## src/rtl/ecc_pkg.sv

```systemverilog
// Shared ECC definitions: SEC1 point-encoding prefix bytes and serializer states.
package ecc_pkg;

    localparam logic [7:0] SEC1_INF    = 8'h00;
    localparam logic [7:0] SEC1_EVEN   = 8'h02;
    localparam logic [7:0] SEC1_ODD    = 8'h03;
    localparam logic [7:0] SEC1_UNCOMP = 8'h04;

    typedef enum logic [2:0] {
        ST_IDLE,
        ST_PREFIX,
        ST_XBYTES,
        ST_YBYTES,
        ST_HOLD
    } ser_state_t;

endpackage

```

## src/rtl/reg_256.sv

```systemverilog
// Wide load-enable register with synchronous active-high clear.
module reg_256 #(
    parameter int W = 256
) (
    input  logic         Clk,
    input  logic         Reset,
    input  logic         Load,
    input  logic [W-1:0] D,
    output logic [W-1:0] Q
);

    always_ff @(posedge Clk) begin
        if (Reset) begin
            Q <= '0;
        end else if (Load) begin
            Q <= D;
        end
    end

endmodule

```

## src/rtl/pubkey_serializer.sv

```systemverilog
// Captures the final public-key point and streams it as SEC1 bytes
// (compressed, uncompressed or the single-byte point at infinity).
module pubkey_serializer
    import ecc_pkg::*;
#(
    parameter int W = 256
) (
    input  logic         Clk,
    input  logic         Reset,
    input  logic         InValid,
    input  logic [W-1:0] InX,
    input  logic [W-1:0] InY,
    input  logic         Compressed,
    output logic [7:0]   ByteOut,
    output logic         ByteValid,
    input  logic         ByteReady,
    output logic         ByteLast,
    output logic         Busy,
    output logic         PktDone
);

    localparam int NB   = W / 8;
    localparam int IDXW = (NB > 1) ? $clog2(NB) : 1;
    localparam logic [IDXW-1:0] IDX_LAST = IDXW'(NB - 1);

    // Byte handshake: a byte moves on a rising edge where ByteValid and
    // ByteReady are both high; ByteValid/ByteOut/ByteLast depend only on
    // registered state, so they stay stable while ByteReady is low.
    ser_state_t      state_q, state_d;
    logic [IDXW-1:0] idx_q, idx_d;
    logic            comp_q, inf_q, pkt_done_q;
    logic            capture, xfer;
    logic [W-1:0]    x_q, y_q;
    logic [7:0]      x_bytes [NB];
    logic [7:0]      y_bytes [NB];

    reg_256 #(.W(W)) u_reg_x (
        .Clk   (Clk),
        .Reset (Reset),
        .Load  (capture),
        .D     (InX),
        .Q     (x_q)
    );

    reg_256 #(.W(W)) u_reg_y (
        .Clk   (Clk),
        .Reset (Reset),
        .Load  (capture),
        .D     (InY),
        .Q     (y_q)
    );

    always_comb begin
        for (int i = 0; i < NB; i++) begin
            x_bytes[i] = x_q[W-1-8*i -: 8];
            y_bytes[i] = y_q[W-1-8*i -: 8];
        end
    end

    assign ByteValid = (state_q == ST_PREFIX) || (state_q == ST_XBYTES) ||
                       (state_q == ST_YBYTES);
    assign Busy      = ByteValid;
    assign xfer      = ByteValid && ByteReady;
    assign PktDone   = pkt_done_q;

    always_comb begin
        state_d  = state_q;
        idx_d    = idx_q;
        capture  = 1'b0;
        ByteOut  = 8'h00;
        ByteLast = 1'b0;
        case (state_q)
            ST_IDLE: begin
                if (InValid) begin
                    capture = 1'b1;
                    idx_d   = '0;
                    state_d = ST_PREFIX;
                end
            end
            ST_PREFIX: begin
                if (inf_q) begin
                    ByteOut  = SEC1_INF;
                    ByteLast = 1'b1;
                end else if (comp_q) begin
                    ByteOut = y_q[0] ? SEC1_ODD : SEC1_EVEN;
                end else begin
                    ByteOut = SEC1_UNCOMP;
                end
                if (xfer) begin
                    state_d = inf_q ? ST_HOLD : ST_XBYTES;
                end
            end
            ST_XBYTES: begin
                ByteOut  = x_bytes[idx_q];
                ByteLast = comp_q && (idx_q == IDX_LAST);
                if (xfer) begin
                    if (idx_q == IDX_LAST) begin
                        idx_d   = '0;
                        state_d = comp_q ? ST_HOLD : ST_YBYTES;
                    end else begin
                        idx_d = idx_q + IDXW'(1);
                    end
                end
            end
            ST_YBYTES: begin
                ByteOut  = y_bytes[idx_q];
                ByteLast = (idx_q == IDX_LAST);
                if (xfer) begin
                    if (idx_q == IDX_LAST) begin
                        idx_d   = '0;
                        state_d = ST_HOLD;
                    end else begin
                        idx_d = idx_q + IDXW'(1);
                    end
                end
            end
            ST_HOLD: begin
                // Wait for upstream to drop its level so one result yields one packet.
                if (!InValid) begin
                    state_d = ST_IDLE;
                end
            end
            default: state_d = ST_IDLE;
        endcase
    end

    always_ff @(posedge Clk) begin
        if (Reset) begin
            state_q    <= ST_IDLE;
            idx_q      <= '0;
            comp_q     <= 1'b0;
            inf_q      <= 1'b0;
            pkt_done_q <= 1'b0;
        end else begin
            state_q    <= state_d;
            idx_q      <= idx_d;
            pkt_done_q <= xfer && ByteLast;
            if (capture) begin
                comp_q <= Compressed;
                inf_q  <= (InX == '0) && (InY == '0);
            end
        end
    end

endmodule

```

## config.mk

```make
export PLATFORM = sky130hd
export DESIGN_NAME = pubkey_serializer
export DESIGN_NICKNAME = d
export VERILOG_FILES = /design/src/rtl/ecc_pkg.sv /design/src/rtl/reg_256.sv /design/src/rtl/pubkey_serializer.sv
export SDC_FILE = /design/constraint.sdc
export NUM_CORES = 1
export LEC_CHECK = 0
export CORE_ASPECT_RATIO = 1.2
export CORE_MARGIN = 1.5
export CORE_UTILIZATION = 40
export DETAILED_ROUTE_END_ITERATION = 8
export GPL_TIMING_DRIVEN = 0
export PLACE_DENSITY = 0.69
export SYNTH_ARGS = -nofsm -noshare
export SYNTH_HDL_FRONTEND = slang
export SYNTH_SLANG_ARGS = --single-unit
export TNS_END_PERCENT = 50
```

## constraint.sdc

```tcl
create_clock -name Clk -period 2.6 [get_ports Clk]
set_clock_uncertainty 0.05 [all_clocks]
set_input_delay 0.26 -clock Clk [delete_from_list [all_inputs] [get_ports Clk]]
set_output_delay 0.26 -clock Clk [all_outputs]
set_load 0.02 [all_outputs]
```

-- After elaboration in Yosys (flattened, before gate mapping)
Cells that the tools add are included.
- equal/unequal tests: 13
- add/subtract/negate cells: 1
- reductions and logical operators: 13
- muxes and demuxes: 28
- bitwise gates (word level): 1
- $lt $le $gt $ge: 1
- operators with widths (operator ; number):
    256-bit zero test ; 2
    8-bit binary-select mux with 5-bit select ; 2
    3-bit 2-to-1 mux ; 11
    8-bit 2-to-1 mux ; 4
    8-bit one-hot mux with 3 select lines ; 1
    5-bit 2-to-1 mux ; 3
    3-bit one-hot mux with 5 select lines ; 1
    2-bit inequality test, second input constant ; 5
    5-bit one-hot mux with 2 select lines ; 1
    7-bit AND reduction ; 1
    3-bit by 2-bit == test with 1-bit output, second input constant ; 2
    6-bit greater-or-equal comparator, second input constant ; 1
    2-bit by 1-bit inequality test with 1-bit output, second input constant ; 3
    5-bit NOT with 6-bit output ; 1
    5-bit by 1-bit adder with 5-bit output, second input constant ; 1
    5-bit == test, second input constant ; 1
    1-bit logical AND ; 4
    1-bit 2-to-1 mux ; 4
    3-bit by 1-bit == test with 1-bit output, second input constant ; 1
    3-bit == test, second input constant ; 1
    3-bit zero test ; 1
    1-bit one-hot mux with 3 select lines ; 1
    3-bit AND reduction ; 1
    1-bit logical OR ; 2
    2 further kinds ; 2
- input bits: 517
- word-level logic and storage cells: 64
- output and inout port bits: 12
- flip-flop bits (word level): 523

-- Longest topological paths before layout
Gate-level depths: netlist of run 1.
- depth after elaboration: 6
- depth in mapped cells: 12
- gate-level depth less buffers: 9

-- By module
Synthesis of run 1 repeated with hierarchy kept, for this count alone.
- cells, all modules: 2169
- area total of the unflattened synthesis: 24483.5 µm²
- modules (own cells, without submodules) (module ; instances ; sequential area each (µm²) ; cells an instance ; area an instance (µm²)):
    reg_256 ; 2 ; 5124.9 ; 825 ; 9322.7
    pubkey_serializer ; 1 ; 220.2 ; 519 ; 5838.1

-- Worst setup path after synthesis of run 1
No wires, ideal clock.
- path type: reg2reg
- from: reg idx_q[2]
- to: reg pkt_done_q, in the netlist PktDone
- clock period less this slack: 2465 ps
- cell stages (with the launch flop): 10
- library setup time: 61 ps
- setup slack: 135 ps
- data required time: 2489 ps
- buffers on the path: 4
- arrival time: 2354 ps
- cell sequence: dfxtp_1 > buf_2 > buf_2 > clkbuf_1 > clkbuf_1 > and3_1 > ha_1 > o211ai_1 > a21oi_1 > and3b_1
- word-level cells in the longest chain between the ends: 4
- ends and longest elaborated chain (what ; line ; RTL):
    start: declaration ; pubkey_serializer.sv:30 ; logic [IDXW-1:0] idx_q, idx_d;
    start signal: assignment ; pubkey_serializer.sv:136 ; idx_q <= idx_d;
    5-bit == test (*) ; pubkey_serializer.sv:95, pubkey_serializer.sv:107 ;
    1-bit logical AND ; pubkey_serializer.sv:95 ; ByteLast = comp_q && (idx_q == IDX_LAST);
    1-bit one-hot mux with 3 select lines (*) ; pubkey_serializer.sv:72 ; case (state_q)
    via ByteLast ; pubkey_serializer.sv:17 ; output logic ByteLast,
    1-bit logical AND (*) ; pubkey_serializer.sv:137 ; pkt_done_q <= xfer && ByteLast;
    end signal: assignment ; pubkey_serializer.sv:137 ;
    end: declaration ; pubkey_serializer.sv:31 ; logic comp_q, inf_q, pkt_done_q;
Mark *: on every way through the listed nets, which the timed path passes. The rest lies on a longest branch.
A chain may end at the register's enable or synchronous reset.

-- Worst setup path after layout of run 1
- from: reg idx_q[0]
- to: out ByteOut[1]
- word-level cells in the longest chain between the ends: 5
- elaborated cells on any way between the ends: 8
- classes of those cells: 7 x mux; 1 x bitwise
- ends and longest elaborated chain (what ; line ; RTL):
    5-bit NOT with 6-bit output (not written as such) (*) ; pubkey_serializer.sv:94, pubkey_serializer.sv:106 ;
    8-bit binary-select mux with 5-bit select, on equally long branches ; pubkey_serializer.sv:106, pubkey_serializer.sv:94 ;
    8-bit 2-to-1 mux, on equally long branches (2 in a row) ; pubkey_serializer.sv:106, pubkey_serializer.sv:94 ;
    8-bit one-hot mux with 3 select lines (*) ; pubkey_serializer.sv:72 ;
    end: declaration ; pubkey_serializer.sv:14 ; output logic [7:0] ByteOut,
Every way passes the cells marked *; elsewhere a longest branch is shown, timed or not. The select of a mux whose other input is x is not followed.

==> metrics.txt, run 1 <==
Reg clk slew, reported paths=70 ps; R2R cell count=12; first-pass GRT wire length=142000 um; Vias=23600; total CTS buffers=51; grt ovf=0; Placeable Area=57200 um2; Die W=223 um; cell taking the most area after synthesis=dfxtp_1; P_leak=11.1 nW; Max Slew Vio Count=0; unrepaired setup endpoints after global routing=true; Net Count, Synth=3281; Syn Area/Cell=8.38 um2; post-route ant nets=0; reg2reg setup slack=150 ps; Worst Setup SP=idx_q[0]; Slew Limit Headroom=25.5%; area delta synth->final=37.4%; synth warn=0; design area=31800 um2; Initial Util=40.5%; PortBufs=528; cell area after placement=29400 um2; WS Path Type=reg2out; cell mode on critical path=buf_16; Clock Sinks=523; final core occ=55.7%; critical path cell sequence=buf_6 -> buf_12 -> buf_16 -> buf_16 -> mux4_2 -> a222oi_1 -> o211ai_1 -> buf_4; vias in the first global route=23400; Hold WS=180 ps; sequential element share of the synthesized area=45.2%; CP Max Fanout=8; largest net degree at the start of global routing=15; Synth area leaders=dfxtp_1 45%, nand2_1 17%, mux4_2 14%; CTS tree=yes; reg2reg end=state_q[1]; Most used DFF post-synth=dfxtp_1; Max VDD drop=0.540 mV; via/cell ratio=5.70; initial antenna violation count=8; crit path time final=3580 ps; reg-to-reg startpoint=idx_q[2]; Nets=3880; Yosys top cell area share=45.2%; Post-synth top cells=1043 x nand2_1, 525 x a21oi_1, 523 x dfxtp_1; CTS Root Cell=clkbuf_16; Clk Latency, worst-skew pair=620 ps; CP Data Arrival Time=3270 ps; drc violations=0; Power Density=854 nW/um2; Max-cap violations=0; Req. time, crit path=2290 ps; GRT Total Usage=31.9%; Longest Clk Path Bufs=3; number of flops mapped to enable cells by yosys=0; Tightest Hold Check Type=in2reg; slowest CP cell=mux4_2; Async SR Flop Fraction=0%; Post-Syn Area=23200 um2; Cells after Synth=2762; Fmax achieved=279 MHz; post-synthesis cell type count=45; failing checks=negative setup slack; crit start category=register; Die ar.=59400 um2; Setup Viol. Count Final=9; Die Ht=267 um; total wire length=98200 um; Final Total Pwr=0.0272 W; type of destination of the critical path=output port; Slew @ Worst Pin=1110 ps; Hold Violations, Final=0; Synth Register Bits=523; CP endpoint=ByteOut[1]; Worst path max stage delay=570 ps; status=finished, violations left; fin worst setup slack=-983 ps; Pre-Repair DR Iteration Count=6; Core Rows=96; I/O pins=529; DR WL/cell=23.7 um; DRT iter0 DRCs=2251; GP Congestion=0.980; final period utilization=138%; top-count cell post-synth=nand2_1; H-tree depth=2; post-DP HPWL=76900 um; setup_tns=-7510 ps; layout cells sized above 1=10.1%
-- state kept, by name, summed over array words and instances, names as in the netlist --
| register | count |
|---|---|
| PktDone | 1 |
| comp_q | 1 |
| idx_q | 5 |
| inf_q | 1 |
| state_q | 3 |
| u_reg_x.Q | 256 |
| u_reg_y.Q | 256 |
-- power breakdown --
group / total [W] / switching [W] / internal, W
logic: 0.00908 / 0.00565 / 0.00343
clock network: 0.00764 / 0.00325 / 0.00439
registers: 0.0104 / 0.000872 / 0.00957
total: 0.0272 / 0.00977 / 0.0174
-- through the flow --
stage               cells  setup slack [ps]
finish               4138              -983
global placement     4025             -1490
CTS                  4121              -929
floorplan            2762               135
global route         4137              -979
detailed placement   4025             -1530
-- cells in the final DEF (no fill, tap or decap), drive strengths merged, types with 3 or more instances in the layout --
master / netlist / layout
nand4: 32 / 32
nand2b: 3 / 3
bufinv: 0 / 5
o211ai: 8 / 8
nor4: 134 / 134
clkdlybuf4s50: 0 / 519
a21oi: 525 / 525
nand2: 1043 / 1043
clkinv: 1 / 10
nor2b: 8 / 8
o21ai: 11 / 11
o311ai: 5 / 5
a22oi: 7 / 7
buf: 54 / 82
nor3: 8 / 8
clkbuf: 166 / 237
nand3: 14 / 14
diode: 0 / 6
mux2i: 17 / 17
dfxtp: 523 / 523
a211oi: 6 / 6
a311oi: 3 / 3
mux2: 7 / 7
inv: 4 / 6
nor2: 17 / 17
mux4: 142 / 142
-- kinds of logic (layout without fill, tap and decap cells) --
logic type	after synthesis	in the layout	synth area share, %
muxes	166	166	14.9
adders and majority gates	2	2	0.108
other	0	6	0
DFF	523	523	45.2
AOI/OAI and AO/OA	573	573	12.9
buffers and inverters	225	860	4.05
and+or+nand+nor	1272	1272	22.9
xor gates and xnor gates	1	1	0.0378
-- cell type report --
type | count | area [um2]
Inverter | 5 | 20.0
Fill cell | 5315 | 25400
Timing Repair Buffer | 546 | 5480
Sequential cell | 523 | 10500
Clock buffer | 72 | 1460
Antenna cell | 6 | 15.0
Multi-Input combinational cell | 2014 | 11900
Buffer | 220 | 1360
Tap cell | 735 | 920
Clock inverter | 17 | 231
-- critical path, delay by kind of cell, from the launching register on --
family | cells | cell delay (ps)
buffers and inverters | 5 | 900
AOI/OAI and AO/OA | 2 | 820
muxes | 1 | 570
DFF | 1 | 340
-- layer usage --
layer	track usage [%]	part of all wire (%)
met5	0	0.027
met4	16.7	5.5
met3	5.37	7.3
met2	54.3	48
met1	38.9	39
-- how the worst min path moves through the flow --
stage                   start             end  depth (start not counted)
2_1_floorplan          InX[0]    u_reg_x.Q[0]                          2
3_3_place_gp   u_reg_x.Q[182]  u_reg_x.Q[182]                          2
3_5_place_dp   u_reg_x.Q[210]  u_reg_x.Q[210]                          2
4_1_cts              InY[103]  u_reg_y.Q[103]                          3
5_1_grt               InY[14]   u_reg_y.Q[14]                          3
6_report             InY[107]  u_reg_y.Q[107]                          3
-- what timing repair did --
| item | 4_1_cts | 5_1_grt |
|---|---|---|
| setup endpoints to repair | 200 | 302 |
| setup buffers | 6 | 10 |
| hold endpoints to repair | 0 | 0 |
| cloned | 1 | 1 |
| hold buffers | 0 | 0 |
| gates resized for setup | 169 | 65 |
| pin swaps | 9 | 15 |
No activity file was read; power rests on OpenSTA's default activity.
==> run 2: changes to the inputs <==
Settings changed: CORE_UTILIZATION 40 to 43, PLACE_DENSITY 0.69 to 0.73.
==> run 2 against run 1 <==
Compared with the run above:
- the flow still finishes with violations (negative setup slack)
- cell count about the same
- fmax increased by 2.7%
- sequential share of layout area decreased by 0.39 points
- first-iteration DRC count increased by 5.0%
- global-route usage increased by 2.1 points
- sequential power about the same
- total power increased by 0.55%
- highest routed layer unchanged
==> metrics.txt, run 2 (synthesis gave the netlist of run 1 again) <==
status=finished, violations left (unchanged); failing checks=negative setup slack (unchanged); initial antenna violation count=5 (was 8); H-tree depth=2 (unchanged); Die Ht=257 um (was 267 um); Pre-Repair DR Iteration Count=5 (was 6); drc violations=0 (unchanged); Max VDD drop=0.510 mV (was 0.540 mV); Setup Viol. Count Final=9 (unchanged); Longest Clk Path Bufs=3 (unchanged); cell area after placement=29300 um2 (was 29400 um2); crit start category=register (unchanged); Slew Limit Headroom=24.9% (was 25.5%); DRT iter0 DRCs=2363 (was 2251); largest net degree at the start of global routing=15 (unchanged); fin cells=4139 (was 4138); Tightest Hold Check Type=in2reg (unchanged); DP Worst Slack=-1410 ps (was -1530 ps); Die W=215 um (was 223 um); GP Congestion=0.978 (was 0.980); Worst path max stage delay=400 ps (was 570 ps); Hold Violations, Final=0 (unchanged); P_leak=11.2 nW (was 11.1 nW); final core occ=60.3% (was 55.7%); clock power share=28.2% (was 28.1%); Logic pwr share=33.6% (was 33.4%); Placeable Area=53400 um2 (was 57200 um2); vias in the first global route=23400 (about the same); via/cell ratio=5.79 (was 5.70); DR WL/cell=23.5 um (was 23.7 um); I/O pins=529 (unchanged); unrepaired setup endpoints after global routing=true (unchanged); area delta synth->final=39.1% (was 37.4%); PortBufs=528 (unchanged); critical path cell sequence=buf_12 -> buf_8 -> buf_6 -> mux4_2 -> a211oi_2 -> a21oi_1 -> o211ai_1 -> o211ai_1 -> buf_4 (was buf_6 -> buf_12 -> buf_16 -> buf_16 -> mux4_2 -> a222oi_1 -> o211ai_1 -> buf_4); CP Max Fanout=10 (was 8); Clk Latency, worst-skew pair=590 ps (was 620 ps); final period utilization=134% (was 138%); Vias=24000 (was 23600); GRT Total Usage=34.0% (was 31.9%); largest registers=u_reg_x.Q (256), u_reg_y.Q (256), idx_q (5) (unchanged); CP Data Arrival Time=3180 ps (was 3270 ps); Seq pwr share=38.2% (was 38.4%); CTS tree=yes (unchanged); Slew @ Worst Pin=1130 ps (was 1110 ps); CTS Root Cell=clkbuf_16 (unchanged); Internal=0.0175 W (was 0.0174 W); type of destination of the critical path=output port (unchanged); total wire length=97300 um (was 98200 um); Switching Share=35.8% (was 36.0%); grt ovf=0 (unchanged); Die ar.=55300 um2 (was 59400 um2); crit path time final=3490 ps (was 3580 ps); Initial Util=43.4% (was 40.5%); most frequent cells in the layout=1042 x nand2_1, 523 x a21oi_1, 521 x dfxtp_1 (was 1043 x nand2_1, 523 x a21oi_1, 521 x dfxtp_1); total CTS buffers=51 (unchanged); Buf/Inv on CP=4 (was 5); slowest CP cell=mux4_2 (unchanged); fin worst setup slack=-889 ps (was -983 ps); Power Density=848 nW/um2 (was 854 nW/um2); most common cell after layout, fill and taps aside=nand2_1 (unchanged); first-pass GRT wire length=142000 um (about the same); design area=32200 um2 (was 31800 um2); Switch Pwr=0.00977 W (about the same); WS Path Type=reg2out (unchanged); post-DP HPWL=75500 um (was 76900 um); Nets=3905 (was 3880); Clock Sinks=523 (unchanged); post-route ant nets=0 (unchanged); Req. time, crit path=2290 ps (about the same); post-placement cell count=4002 (was 4025); layout cells sized above 1=10.9% (was 10.1%); Max Slew Vio Count=0 (unchanged); cell mode on critical path=o211ai_1 (was buf_16); cell family with most CP delay=compound AO/OA/AOI/OAI gates (was buffers and inverters); Max-cap violations=0 (unchanged); Core Rows=93 (was 96); Reg clk slew, reported paths=70 ps (about the same); Fmax achieved=287 MHz (was 279 MHz)
-- run 2: changes by cell type in the layout (fill, tap and decap cells not counted), sizes merged --
cell and change:
diode -3, clkinv -3, bufinv -1, clkbuf +6
clkinvlp +1, buf +24
-- run 2: layout make-up --
| class | instances | area, um2 |
|---|---|---|
| antenna | 3 | 7.51 |
| buffer | 219 | 1400 |
| clock buffer | 77 | 1540 |
| clock inverter | 14 | 194 |
| fill | 4729 | 21200 |
| inverter | 5 | 20.0 |
| multi-input combinational | 2014 | 11900 |
| sequential | 523 | 10500 |
| tap | 712 | 891 |
| timing repair buffer | 572 | 5800 |
-- run 2: timing repair --
action / CTS / global route
gates cloned: 3 / 0
setup endpoints to repair: 178 / 328
pin swaps: 14 / 10
resized for setup: 203 / 49
hold endpoints to repair: 0 / 0
hold buffers: 0 / 0
buffers inserted: 25 / 16
-- run 2: per-layer routing --
metal  up-vias  wire length (um)  GRT usage (%)
li1      10900                 -              -
met1     11500             36600           41.7
met2      1249             46900           57.2
met3       276              8010           5.30
met4         4              5870           19.0
met5         -                17              0
-- run 2: worst reg2reg max path, cell delays in order (launching register included) --
cell and delay [ps]:
dfxtp_1 350, buf_2 260, inv_1 90, nand3_1 230
clkbuf_2 390, clkbuf_2 340, clkbuf_1 390, nand2_1 120
a21oi_1 180
-- run 2: final timing paths --
| kind | start | end | slack, ps | cells past startpoint |
|---|---|---|---|---|
| worst max-delay path | idx_q[1] | ByteOut[1] | -890 | 9 |
| worst min-delay path | InX[107] | u_reg_x.Q[107] | 190 | 3 |
| worst max register to register | state_q[2] | u_reg_y.Q[245] | 100 | 8 |
| worst min register to register | u_reg_y.Q[205] | u_reg_y.Q[205] | 400 | 2 |
-- run 2: through the flow --
stage	power (W)	hold WS (ps)	TNS, ps
final	0.0273	195	-6970
after floorplan	0.0155	346	0
after detailed placement	0.0191	393	-95800
after global routing	0.0285	214	-7410
after global placement	0.0189	388	-79890
after CTS	0.0270	185	-6460
-- run 2: power by group through the flow --
stage / clock network, W / registers [W] / logic [W]
after floorplan: 0 / 0.0102 / 0.00532
after global placement: 0 / 0.0105 / 0.00844
after detailed placement: 0 / 0.0105 / 0.00855
after CTS: 0.00771 / 0.0104 / 0.00888
after global routing: 0.00802 / 0.0106 / 0.00987
final: 0.00771 / 0.0104 / 0.00917
==> run 3: changes to the inputs <==
Settings changed: CORE_MARGIN 1.5 to default.
==> run 3 against run 2 <==
Compared with the run above:
- the run still ends with negative setup slack left
- sequential share of layout area fell by 0.11 points
- critical path depth rose by 1
- via count rose by 0.28%
- total power rose by 2.0%
- sequential power barely moved
- final area rose by 0.34%
- first-iteration DRC count fell by 7.7%
- combinational power barely moved
- utilization rose by 0.86 points
- setup slack got worse by 110 ps
- largest cell class unchanged
- highest routed layer unchanged
==> metrics.txt, run 3 (synthesis gave the netlist of run 1 again) <==
CTS Root Cell=clkbuf_16 (unchanged); Die Ht=256 um (was 257 um); reg-to-reg startpoint=idx_q[2] (was state_q[2]); met2 WL=46500 um (was 46900 um); CP Max Fanout=8 (was 10); unrepaired setup endpoints after global routing=true (unchanged); Power Density=862 nW/um2 (was 848 nW/um2); Max Slew Vio Count=0 (unchanged); CP endpoint=ByteOut[1] (unchanged); GP Congestion=0.971 (was 0.978); H-tree depth=2 (unchanged); Reg clk slew, reported paths=70 ps (about the same); status=finished, violations left (unchanged); vias in the first global route=23400 (about the same); Layout fillers=4590 (was 4729); Pre-Repair DR Iteration Count=7 (was 5); final period utilization=139% (was 134%); Vias=24000 (about the same); Req. time, crit path=2290 ps (about the same); failing checks=negative setup slack (unchanged); fin worst setup slack=-1000 ps (was -889 ps); Longest Clk Path Bufs=3 (unchanged); Hold Violations, Final=0 (unchanged); largest net degree at the start of global routing=15 (unchanged); CTS tree=yes (unchanged); crit path time final=3600 ps (was 3490 ps); grt ovf=0 (unchanged); Clk Latency, worst-skew pair=610 ps (was 590 ps); via/cell ratio=5.81 (was 5.79); Worst Setup SP=idx_q[0] (was idx_q[1]); Setup Viol. Count Final=9 (unchanged); final core occ=61.2% (was 60.3%); post-placement cell count=3995 (was 4002); DRT iter0 DRCs=2180 (was 2363); Nets=3908 (was 3905); total CTS buffers=51 (unchanged); wl on met1=35800 um (was 36600 um); P_leak=11.3 nW (was 11.2 nW); WS Path Type=reg2out (unchanged); most common cell after layout, fill and taps aside=nand2_1 (unchanged); largest registers=u_reg_x.Q (256), u_reg_y.Q (256), idx_q (5) (unchanged); Top Layer Used=met5 (unchanged); Placeable Area=52800 um2 (was 53400 um2); Final Total Pwr=0.0279 W (was 0.0273 W); Die W=214 um (was 215 um); Die ar.=54800 um2 (was 55300 um2); R2R cell count=11 (was 8); GRT Total Usage=34.6% (was 34.0%); I/O pins=529 (unchanged); crit start category=register (unchanged); area delta synth->final=39.6% (was 39.1%); Max VDD drop=0.478 mV (was 0.510 mV); initial antenna violation count=8 (was 5); fin cells=4136 (was 4139); FF/Latch Area=10500 um2 (about the same); Fmax achieved=277 MHz (was 287 MHz); layout cells sized above 1=11.2% (was 10.9%); most frequent cells in the layout=1043 x nand2_1, 523 x a21oi_1, 520 x dfxtp_1 (was 1042 x nand2_1, 523 x a21oi_1, 521 x dfxtp_1); drc violations=0 (unchanged); Clock Sinks=523 (unchanged); Slew @ Worst Pin=1220 ps (was 1130 ps); post-route ant nets=0 (unchanged); total wire length=97300 um (about the same); Tightest Hold Check Type=in2reg (unchanged); DP Worst Slack=-1570 ps (was -1410 ps); reg2reg setup slack=110 ps (was 100 ps); DR WL/cell=23.5 um (about the same); PortBufs=528 (unchanged); Max-cap violations=0 (unchanged); CP Data Arrival Time=3290 ps (was 3180 ps); type of destination of the critical path=output port (unchanged); setup_tns=-7160 ps (was -6970 ps); multi-input logic area=11900 um2 (about the same); Initial Util=43.8% (was 43.4%); Core Rows=92 (was 93); Slew Limit Headroom=17.7% (was 24.9%); reg2reg end=idx_q[3] (was u_reg_y.Q[245]); first-pass GRT wire length=140000 um (was 142000 um); met3 routed WL=8780 um (was 8010 um); post-DP HPWL=75200 um (was 75500 um)
-- run 3: cell types whose count changed in the layout (fill, tap and decap cells not counted), sizes merged --
| cell | change |
|---|---|
| buf | +2 |
| inv | -1 |
| clkbuf | -10 |
| clkinv | +7 |
| bufinv | +6 |
-- run 3: worst min-delay path by stage --
| stage | end | slack (ps) | startpoint | cells after the start |
|---|---|---|---|---|
| floorplan | u_reg_x.Q[0] | 350 | InX[0] | 2 |
| global placement | u_reg_x.Q[166] | 390 | u_reg_x.Q[166] | 2 |
| detailed placement | u_reg_x.Q[180] | 390 | u_reg_x.Q[180] | 2 |
| CTS | u_reg_y.Q[65] | 180 | InY[65] | 3 |
| global route | u_reg_y.Q[22] | 200 | InY[22] | 3 |
| finish | u_reg_y.Q[22] | 190 | InY[22] | 3 |
-- run 3: power by group --
group | internal [W] | total (W) | switching (W)
Combinational | 0.00353 | 0.00917 | 0.00563
Sequential | 0.00957 | 0.0104 | 0.000878
Clock | 0.00494 | 0.00825 | 0.00332
-- run 3: cell type report --
type,count,share of cell area [%]
diodes,3,0.0232
plain buffers,220,4.39
clock buffers,66,4.50
clock inverters,26,1.22
inverters,5,0.0619
multi-input cells,2014,36.8
flip-flops and latches,523,32.4
well taps,705,2.73
repair buffers,574,17.9
-- run 3: metal layers --
| layer | GRT usage [%] | up-vias |
|---|---|---|
| li1 | - | 10900 |
| met3 | 6.03 | 322 |
| met5 | 0 | - |
| met4 | 19.6 | 10 |
| met2 | 57.7 | 1322 |
| met1 | 41.9 | 11500 |
-- run 3: what timing repair did --
action	CTS	global route
pin swaps	18	10
hold buffers	0	0
setup buffers	29	13
setup endpoints to repair	175	247
gates resized for setup	195	62
gates cloned	3	1
-- run 3: worst max-delay path: stages, from the launching register on --
cell and delay (ps):
dfxtp_2 350, buf_6 130, buf_12 180, buf_16 180, buf_16 170, mux4_2 570, mux2i_1 200, nor3_1 70
nor3_1 230, o211ai_1 320, buf_4 270
-- run 3: through the flow --
stage	hold WS (ps)	cell area [um2]
floorplan	346	23200
global placement	389	29300
detailed placement	393	29300
CTS	177	32000
global route	198	32300
finish	192	32300
